**config.mk**
```make
export PLATFORM = sky130hd
export DESIGN_NAME = delay_buffer_flow_ctrl_flat
export DESIGN_NICKNAME = d
export VERILOG_FILES = /design/src/rtl/delay_buffer_flow_ctrl_if.sv /design/src/rtl/delay_buffer_flow_ctrl.sv /design/src/flat_wrapper.sv
export SDC_FILE = /design/constraint.sdc
export NUM_CORES = 1
export LEC_CHECK = 0
export ABC_CLOCK_PERIOD_IN_PS = 4400
export CAP_MARGIN = 20
export CORE_ASPECT_RATIO = 1.2
export CORE_UTILIZATION = 52
export DETAILED_ROUTE_END_ITERATION = 8
export GPL_ROUTABILITY_DRIVEN = 0
export GPL_TIMING_DRIVEN = 1
export PLACE_DENSITY = 0.84
export SLEW_MARGIN = 20
export SYNTH_ARGS = -nofsm -noshare
export SYNTH_HDL_FRONTEND = slang
export SYNTH_SLANG_ARGS = --single-unit
export TNS_END_PERCENT = 10
```
**constraint.sdc**
```tcl
create_clock -name clk -period 4.4 [get_ports clk]
set_input_delay 1.1 -clock clk [delete_from_list [all_inputs] [get_ports clk]]
set_output_delay 1.1 -clock clk [all_outputs]
set_load 0.02 [all_outputs]
```
**src/rtl/delay_buffer_flow_ctrl_if.sv**
```systemverilog
// Upstream (s_*) and downstream (m_*) beat streams of the delay-buffer flow controller.
// Handshake: a beat transfers on a posedge where valid && ready; valid never waits on ready.
interface delay_buffer_flow_ctrl_if #(
    parameter int N         = 4,
    parameter int PRECISION = 4
);
    logic                          s_valid;
    logic                          s_ready;
    logic [N-1:0][PRECISION-1:0]   s_data;
    logic                          m_valid;
    logic                          m_ready;
    logic [N-1:0][PRECISION-1:0]   m_data;

    // master: the flow controller itself; slave: the producer/consumer environment.
    modport master (
        input  s_valid, s_data, m_ready,
        output s_ready, m_valid, m_data
    );
    modport slave (
        output s_valid, s_data, m_ready,
        input  s_ready, m_valid, m_data
    );
endinterface

```
**src/rtl/delay_buffer_flow_ctrl.sv**
```systemverilog
// Credit-based valid/ready controller around a fixed-latency, non-stallable N-lane datapath:
// tracks a valid token per datapath stage and lands aligned outputs in a FWFT output FIFO.
module delay_buffer_flow_ctrl #(
    parameter int N          = 4,
    parameter int PRECISION  = 4,
    parameter int DP_LATENCY = 2,
    parameter int FIFO_DEPTH = 4,
    localparam int CW = $clog2(DP_LATENCY + 1),
    localparam int FW = $clog2(FIFO_DEPTH + 1)
) (
    input  logic                        clk,
    input  logic                        rst_n,
    input  logic                        flush,
    delay_buffer_flow_ctrl_if.master    bus,
    output logic [N-1:0][PRECISION-1:0] dp_idata,
    input  logic [N-1:0][PRECISION-1:0] dp_odata,
    output logic [CW-1:0]               inflight_cnt,
    output logic [FW-1:0]               fifo_cnt,
    output logic                        ovf_err
);
    localparam int PW = (FIFO_DEPTH > 1) ? $clog2(FIFO_DEPTH) : 1;
    localparam int SW = ((FW > CW) ? FW : CW) + 1;
    localparam logic [PW-1:0] LAST = PW'(FIFO_DEPTH - 1);

    typedef logic [N-1:0][PRECISION-1:0] beat_t;

    beat_t                  mem [FIFO_DEPTH];
    logic [DP_LATENCY-1:0]  vp;
    logic [DP_LATENCY-1:0]  vp_next;
    logic [PW-1:0]          wr_ptr;
    logic [PW-1:0]          rd_ptr;
    logic [SW-1:0]          used;
    logic                   s_ready_int;
    logic                   m_valid_int;
    logic                   fire;
    logic                   capture;
    logic                   pop;
    logic                   full;
    logic                   wr_en;

    function automatic logic [PW-1:0] ptr_inc(input logic [PW-1:0] p);
        return (p == LAST) ? '0 : p + PW'(1);
    endfunction

    // Every beat in flight already owns a FIFO slot, so a capture always finds room.
    always_comb begin
        used        = SW'(fifo_cnt) + SW'(inflight_cnt);
        s_ready_int = rst_n && !flush && (used < SW'(FIFO_DEPTH));
        fire        = bus.s_valid && s_ready_int;
        capture     = vp[DP_LATENCY-1];
        full        = (fifo_cnt == FW'(FIFO_DEPTH));
        m_valid_int = rst_n && (fifo_cnt != '0);
        pop         = m_valid_int && bus.m_ready;
        wr_en       = capture && (!full || pop);
        dp_idata    = fire ? bus.s_data : '0;
    end

    always_comb begin
        vp_next    = '0;
        vp_next[0] = fire;
        for (int i = 1; i < DP_LATENCY; i++) begin
            vp_next[i] = vp[i-1];
        end
    end

    assign bus.s_ready = s_ready_int;
    assign bus.m_valid = m_valid_int;
    assign bus.m_data  = mem[rd_ptr];

    always_ff @(posedge clk) begin
        if (!rst_n) begin
            vp           <= '0;
            wr_ptr       <= '0;
            rd_ptr       <= '0;
            fifo_cnt     <= '0;
            inflight_cnt <= '0;
            ovf_err      <= 1'b0;
        end else if (flush) begin
            // Datapath keeps running on stale data; clearing vp leaves it unmarked.
            vp           <= '0;
            wr_ptr       <= '0;
            rd_ptr       <= '0;
            fifo_cnt     <= '0;
            inflight_cnt <= '0;
        end else begin
            vp           <= vp_next;
            if (wr_en) wr_ptr <= ptr_inc(wr_ptr);
            if (pop)   rd_ptr <= ptr_inc(rd_ptr);
            fifo_cnt     <= fifo_cnt + FW'(wr_en) - FW'(pop);
            inflight_cnt <= inflight_cnt + CW'(fire) - CW'(capture);
            if (capture && full && !pop) ovf_err <= 1'b1;
        end
    end

    // Storage has no reset; occupancy alone decides what is valid.
    always_ff @(posedge clk) begin
        if (rst_n && !flush && wr_en) mem[wr_ptr] <= dp_odata;
    end
endmodule
```
**src/flat_wrapper.sv**
```systemverilog
// flat-port wrapper written by rule: the top's interface ports become plain ports
module delay_buffer_flow_ctrl_flat 
#(
    parameter int N          = 4,
    parameter int PRECISION  = 4,
    parameter int DP_LATENCY = 2,
    parameter int FIFO_DEPTH = 4,
    localparam int CW = $clog2(DP_LATENCY + 1),
    localparam int FW = $clog2(FIFO_DEPTH + 1)
)
  (clk, rst_n, flush, dp_idata, dp_odata, inflight_cnt, fifo_cnt, ovf_err, bus_s_valid, bus_s_data, bus_m_ready, bus_s_ready, bus_m_valid, bus_m_data);
  delay_buffer_flow_ctrl_if #(.N(N), .PRECISION(PRECISION)) bus_i ();
  input  logic clk;
  input  logic rst_n;
  input  logic flush;
  output logic [N-1:0][PRECISION-1:0] dp_idata;
  input  logic [N-1:0][PRECISION-1:0] dp_odata;
  output logic [CW-1:0] inflight_cnt;
  output logic [FW-1:0] fifo_cnt;
  output logic ovf_err;
  input wire logic [$bits(bus_i.s_valid)-1:0] bus_s_valid;
  input wire logic [$bits(bus_i.s_data)-1:0] bus_s_data;
  input wire logic [$bits(bus_i.m_ready)-1:0] bus_m_ready;
  output wire logic [$bits(bus_i.s_ready)-1:0] bus_s_ready;
  output wire logic [$bits(bus_i.m_valid)-1:0] bus_m_valid;
  output wire logic [$bits(bus_i.m_data)-1:0] bus_m_data;
  assign bus_i.s_valid = bus_s_valid;
  assign bus_i.s_data = bus_s_data;
  assign bus_i.m_ready = bus_m_ready;
  assign bus_s_ready = bus_i.s_ready;
  assign bus_m_valid = bus_i.m_valid;
  assign bus_m_data = bus_i.m_data;
  delay_buffer_flow_ctrl #(.N(N), .PRECISION(PRECISION), .DP_LATENCY(DP_LATENCY), .FIFO_DEPTH(FIFO_DEPTH)) u_core (.clk(clk), .rst_n(rst_n), .flush(flush), .bus(bus_i), .dp_idata(dp_idata), .dp_odata(dp_odata), .inflight_cnt(inflight_cnt), .fifo_cnt(fifo_cnt), .ovf_err(ovf_err));
endmodule
```
# --- After elaboration in Yosys (flattened, before gate mapping) ---
# Memories as Yosys holds them, arrays and structs flattened. A register that Yosys moved wholly into a read port is not among the register bits.
# Cells that the tools add are included.
word_totals:
  latch_bits: 0
  word_cells: 43
  mem_bits_rw: 64
  rom_bits: 0
  n_memories: 1
  out_inout_bits: 40
  in_bits: 37
  regBits: 12
mem_list:
  columns: ["name", "depth", "word_bits", "rd", "rd_clocked_by_memory_dff", "wr", "line_no", "text"]
  rows:
  - ["u_core.mem", 4, 16, 1, 1, 1, "delay_buffer_flow_ctrl.sv:27", "beat_t mem [FIFO_DEPTH];"]
classes:
  n_div: 0
  multipliers: 0
  n_lt_le_gt_ge: 1
  reduce_logical: 16
  bitwise_logic: 2
  mux: 7
  addsub: 7
  eq_ne: 3
  shifts: 0
op_table:
  columns: ["operator", "n"]
  rows:
  - ["2-to-1 mux 16 bit", 1]
  - ["logical AND 1 bit", 9]
  - ["2-to-1 mux 2 bit", 4]
  - ["adder 2 x 1 -> 2 bit (second input constant)", 2]
  - ["adder 3 x 2 -> 4 bit", 1]
  - ["equality test 2 bit (second input constant)", 2]
  - ["< comparator 4 x 3 -> 1 bit (second input constant)", 1]
  - ["adder 3 x 1 -> 3 bit", 1]
  - ["equality test 3 bit (second input constant)", 1]
  - ["logical NOT 1 bit", 3]
  - ["nonzero test 3 bit", 1]
  - ["subtractor 3 x 1 -> 3 bit", 1]
  - ["adder 2 x 1 -> 2 bit", 1]
  - ["2-to-1 mux 1 bit", 2]
  - ["inverter 1 bit", 2]
  - ["AND reduction 2 bit", 1]
  - ["OR reduction 2 bit", 1]
  - ["subtractor 2 x 1 -> 2 bit", 1]
  - ["logical OR 1 bit", 1]

# --- Longest topological paths before layout ---
logic_depth:
  ltp_word: 8
  ltp_mapped: 10
  mapped_depth_nobuf: 10

# --- Worst setup path before layout ---
# Ideal clock, no wire load.
synth_path:
  path_kind: "input -> output"
  from: "in flush"
  to: "out bus_s_ready"
  slack_ns: 1.298
  path_buffers: 0
  cell_stages: 2
  t_required_ns: 3.300
  arrival_time_ns: 2.002
  path_cell_list: "nand2b_1 nor4_1"
synth_between:
  elab_chain_cells: 3
synth_lines:
  columns: ["item", "line_no", "text"]
  rows:
  - ["start, declared", "flat_wrapper.sv:15", "input logic flush;"]
  - ["logical NOT 1 bit", "delay_buffer_flow_ctrl.sv:48", "s_ready_int = rst_n && !flush && (used < SW'(FIFO_DEPTH));"]
  - ["logical AND 1 bit (2 in series)", "delay_buffer_flow_ctrl.sv:48", null]
  - ["end, declared", "flat_wrapper.sv:24", "output wire logic [$bits(bus_i.s_ready)-1:0] bus_s_ready;"]
# No other way between the ends.

==> metrics.md <==
| Metric | Value |
|---|---|
| Pre-CTS setup slack | `between 0.3 and 0.4 ns` |
| Die extent in x | `73.23 um` |
| Top_reg_cell synth | `edfxtp_1` |
| Critical Path Fanout Max | `17` |
| Combinational share of power | `4.9%` |
| Ant. Diodes | `0` |
| Final WS setup | `0.3431 ns` |
| # IOs | `77` |
| Most numerous cell on the critical path | `clkdlybuf4s50_1` |
| Antenna viol nets, final | `0` |
| Total GRT Usage | `18.92%` |
| Placed Cells | `330` |
| CTS sink count | `78` |
| DP Area | `4009 sq um` |
| Final Slew Violations | `0` |
| Fmax | `0.2465 GHz` |
| Crit share post-route | `about 92%` |
| Pint | `1.216 mW` |
| Worst Tran Pin Value | `around 0.83 ns` |
| Total chip power | `1.489 mW` |
| CP Capture Type | `primary output` |
| Vias | `1781` |
| Clock Skew | `0.01134 ns` |
| CTS buffer count | `9` |
| Asr flop ratio synth | `0%` |
| Mapped Area | `3166 sq um` |
| Root Driver | `clkbuf_8` |
| Rows | `30` |
| Worst Hold Class | `reg2reg` |
| Mapped Avg Cell Area | `17.88 sq um` |
| Number of iterations in the first detailed-routing pass | `6` |
| Gr ovfl total | `0` |
| Mapped Cells | `177` |
| Yosys cell types | `30` |
| Die area | `6405 sq um` |
| Final Setup Violations | `0` |
| Clock transition at path regs | `about 0.08 ns` |
| Final hold vios | `0` |
| Final nets | `309` |
| DR iter-0 viols | `127` |
| DRC errors left | `0` |
| Final instance area | `4245 sq um` |
| Power Density | `approximately 350 nW/um^2` |
| Share of cells above drive strength 1 | `14.66%` |
| Synthesized flop and latch total | `78` |
| CTS-repair resized insts | `0` |
| Critical Setup Path Class | `in2out` |
| Data arrival, critical path | `2.96 ns` |
| Die Span Y | `between 80 and 90 um` |
| Sw Pwr | `roughly 270 uW` |
| Data required, critical path | `3.30 ns` |
| Synth Warn # | `0` |
| Post-synth EDFFs | `64` |
| Setup bufs post-CTS | `0` |
| Vias in the first global route | `between 1500 and 2000` |
| Max incr delay on CP | `about 0.60 ns` |
| Avg WL per Cell | `15.45 um` |
| Number of port buffers | `76` |
| Fin crit period | `slightly above 4 ns` |
| CTS hold repair buffers | `0` |
| Synth top cells by count | `edfxtp_1, and2_1, mux4_2, dfxtp_1, ha_1` |
| Dpl hpwl | `3.619 mm` |
| WHS | `0.4350 ns` |
| Worst slew margin | `44.62%` |
| Synth top area cells | `edfxtp_1, mux4_2, dfxtp_1, and2_1, ha_1` |
| Largest delay share family, worst path | `buffers and inverters` |
| Non-filler cells, final | `346` |
| CTS tree | `done` |
| Status | `finished clean` |
| Largest net degree at the start of global routing | `18` |
| Critical-path top delay cell | `clkdlybuf4s50_1` |
| Area grow syn2layout | `34.11%` |
| Post-Route Utilization | `approximately 73%` |
| Starting Density | `54.76%` |
| Syn_nets | `225` |
| Final WL | `~5.3 mm` |
| RSZ-0062 raised after global routing | `false` |
| LEAKAGE | `1.484 nW` |
| Clk pwr share | `41.4%` |
| Seq/Total Area, Yosys | `69.57%` |
| H-tree depth | `3` |
| Maximum clock path buffer count | `2` |
| Final TNS setup | `0 ns` |
| Initial antenna violation count | `0` |
| Core Area | `5781 sq um` |
| Top-count cell post-synth | `edfxtp_1` |
| Max VDD drop | `0.1840 mV` |
| CP Cell Sequence | `clkdlybuf4s50_1 > nor2b_1 > and4b_4 > and2_1 > clkdlybuf4s50_1` |
| First-pass GRT wire length | `8.576 mm` |
| Buf/Inv on CP | `2` |
| Share of the synthesized area in the top cell type | `60.71%` |
| Startpoint Class | `primary input` |
| Insertion delay to the later sink of the worst-skew pair | `around 0.34 ns` |
| Seq pwr share | `53.7%` |
| Max-capacitance violation count | `0` |
| Dominant cell type by area after synthesis | `edfxtp_1` |
| Net Sw Frac | `between 15 and 20%` |
| Vias per cell | `5.147` |
-- state kept, by name, summed over array words and instances (netlist names), named ones only --
| name | cells |
|---|---|
| u_core.vp | 2 |
| u_core.mem | 64 |
| u_core.inflight_cnt | 2 |
| u_core.rd_ptr | 2 |
| u_core.fifo_cnt | 3 |
| u_core.wr_ptr | 2 |
| u_core.ovf_err | 1 |
-- power groups by stage --
stage,clock network (mW),registers (mW),logic (mW)
after global routing,0.658,0.799,0.0786
after floorplan,0,0.817,0.0199
after CTS,0.628,0.799,0.0735
after detailed placement,0,0.816,0.0731
final,0.617,0.799,0.0728
after global placement,0,0.816,0.0716
-- path summary, 6_finish.rpt --
check             slack [ns]  cells past startpoint                from                  to
setup / recovery        0.34                      5               rst_n        dp_idata[12]
hold / removal          0.44                      1        u_core.vp[0]        u_core.vp[1]
setup reg to reg        1.94                     10  u_core.fifo_cnt[0]  u_core.fifo_cnt[2]
hold reg to reg         0.44                      1        u_core.vp[0]        u_core.vp[1]
-- worst register-to-register path, delay by kind of cell, from the launching register on --
family	cells	cell delay, ns
fa+ha+maj	3	0.80
compound gates	1	0.50
flops	1	0.40
xor+xnor	1	0.17
simple gates	2	0.31
buf+inv	3	0.22
-- layer usage --
metal / routed length (um) / vias to the layer above / global-route usage (%)
met5: 0 / - / 0
met1: 2329 / 858 / 24.00
li1: - / 839 / -
met4: 51 / 0 / 9.091
met3: 332 / 4 / 6.134
met2: 2631 / 80 / 29.38
-- cells in the final DEF, fill, tap and decap left out, drive strengths merged --
master         netlist  routed
clkdlybuf4s50        0      76
edfxtp              64      64
and2                20      20
mux4                16      16
dfxtp               14      14
ha                  10      10
clkbuf               1       9
inv                  8       8
nor2                 6       6
nand2                5       5
and3                 5       5
clkinv               0       4
nor2b                3       3
mux2i                3       3
bufinv               0       3
buf                  5       3
nor3                 2       2
or3                  2       2
xor2                 2       2
and4b                2       2
o311ai               1       1
nand2b               1       1
nor4                 1       1
nor3b                1       1
a21boi               1       1
a21oi                1       1
a31oi                1       1
xnor2                1       1
fa                   1       1
-- cell type report --
type | count | area [sq um]
tap | 80 | 100.1
timing repair buffer | 79 | 783.3
multi-input combinational | 85 | 893.4
fill | 366 | 1535
clock buffer | 9 | 123.9
inverter | 8 | 30.03
clock inverter | 7 | 112.6
sequential | 78 | 2202
-- cells by family after synthesis --
family / count (synthesis) / share of synthesized area, %
adders and majority gates: 11 / 4.585
and+or+nand+nor: 48 / 9.249
DFF: 78 / 69.57
muxes: 19 / 12.33
AOI/OAI and AO/OA: 4 / 1.225
xor gates and xnor gates: 3 / 0.8302
buffers and inverters: 14 / 2.213
Note: power is estimated with default switching activity, not from simulation.
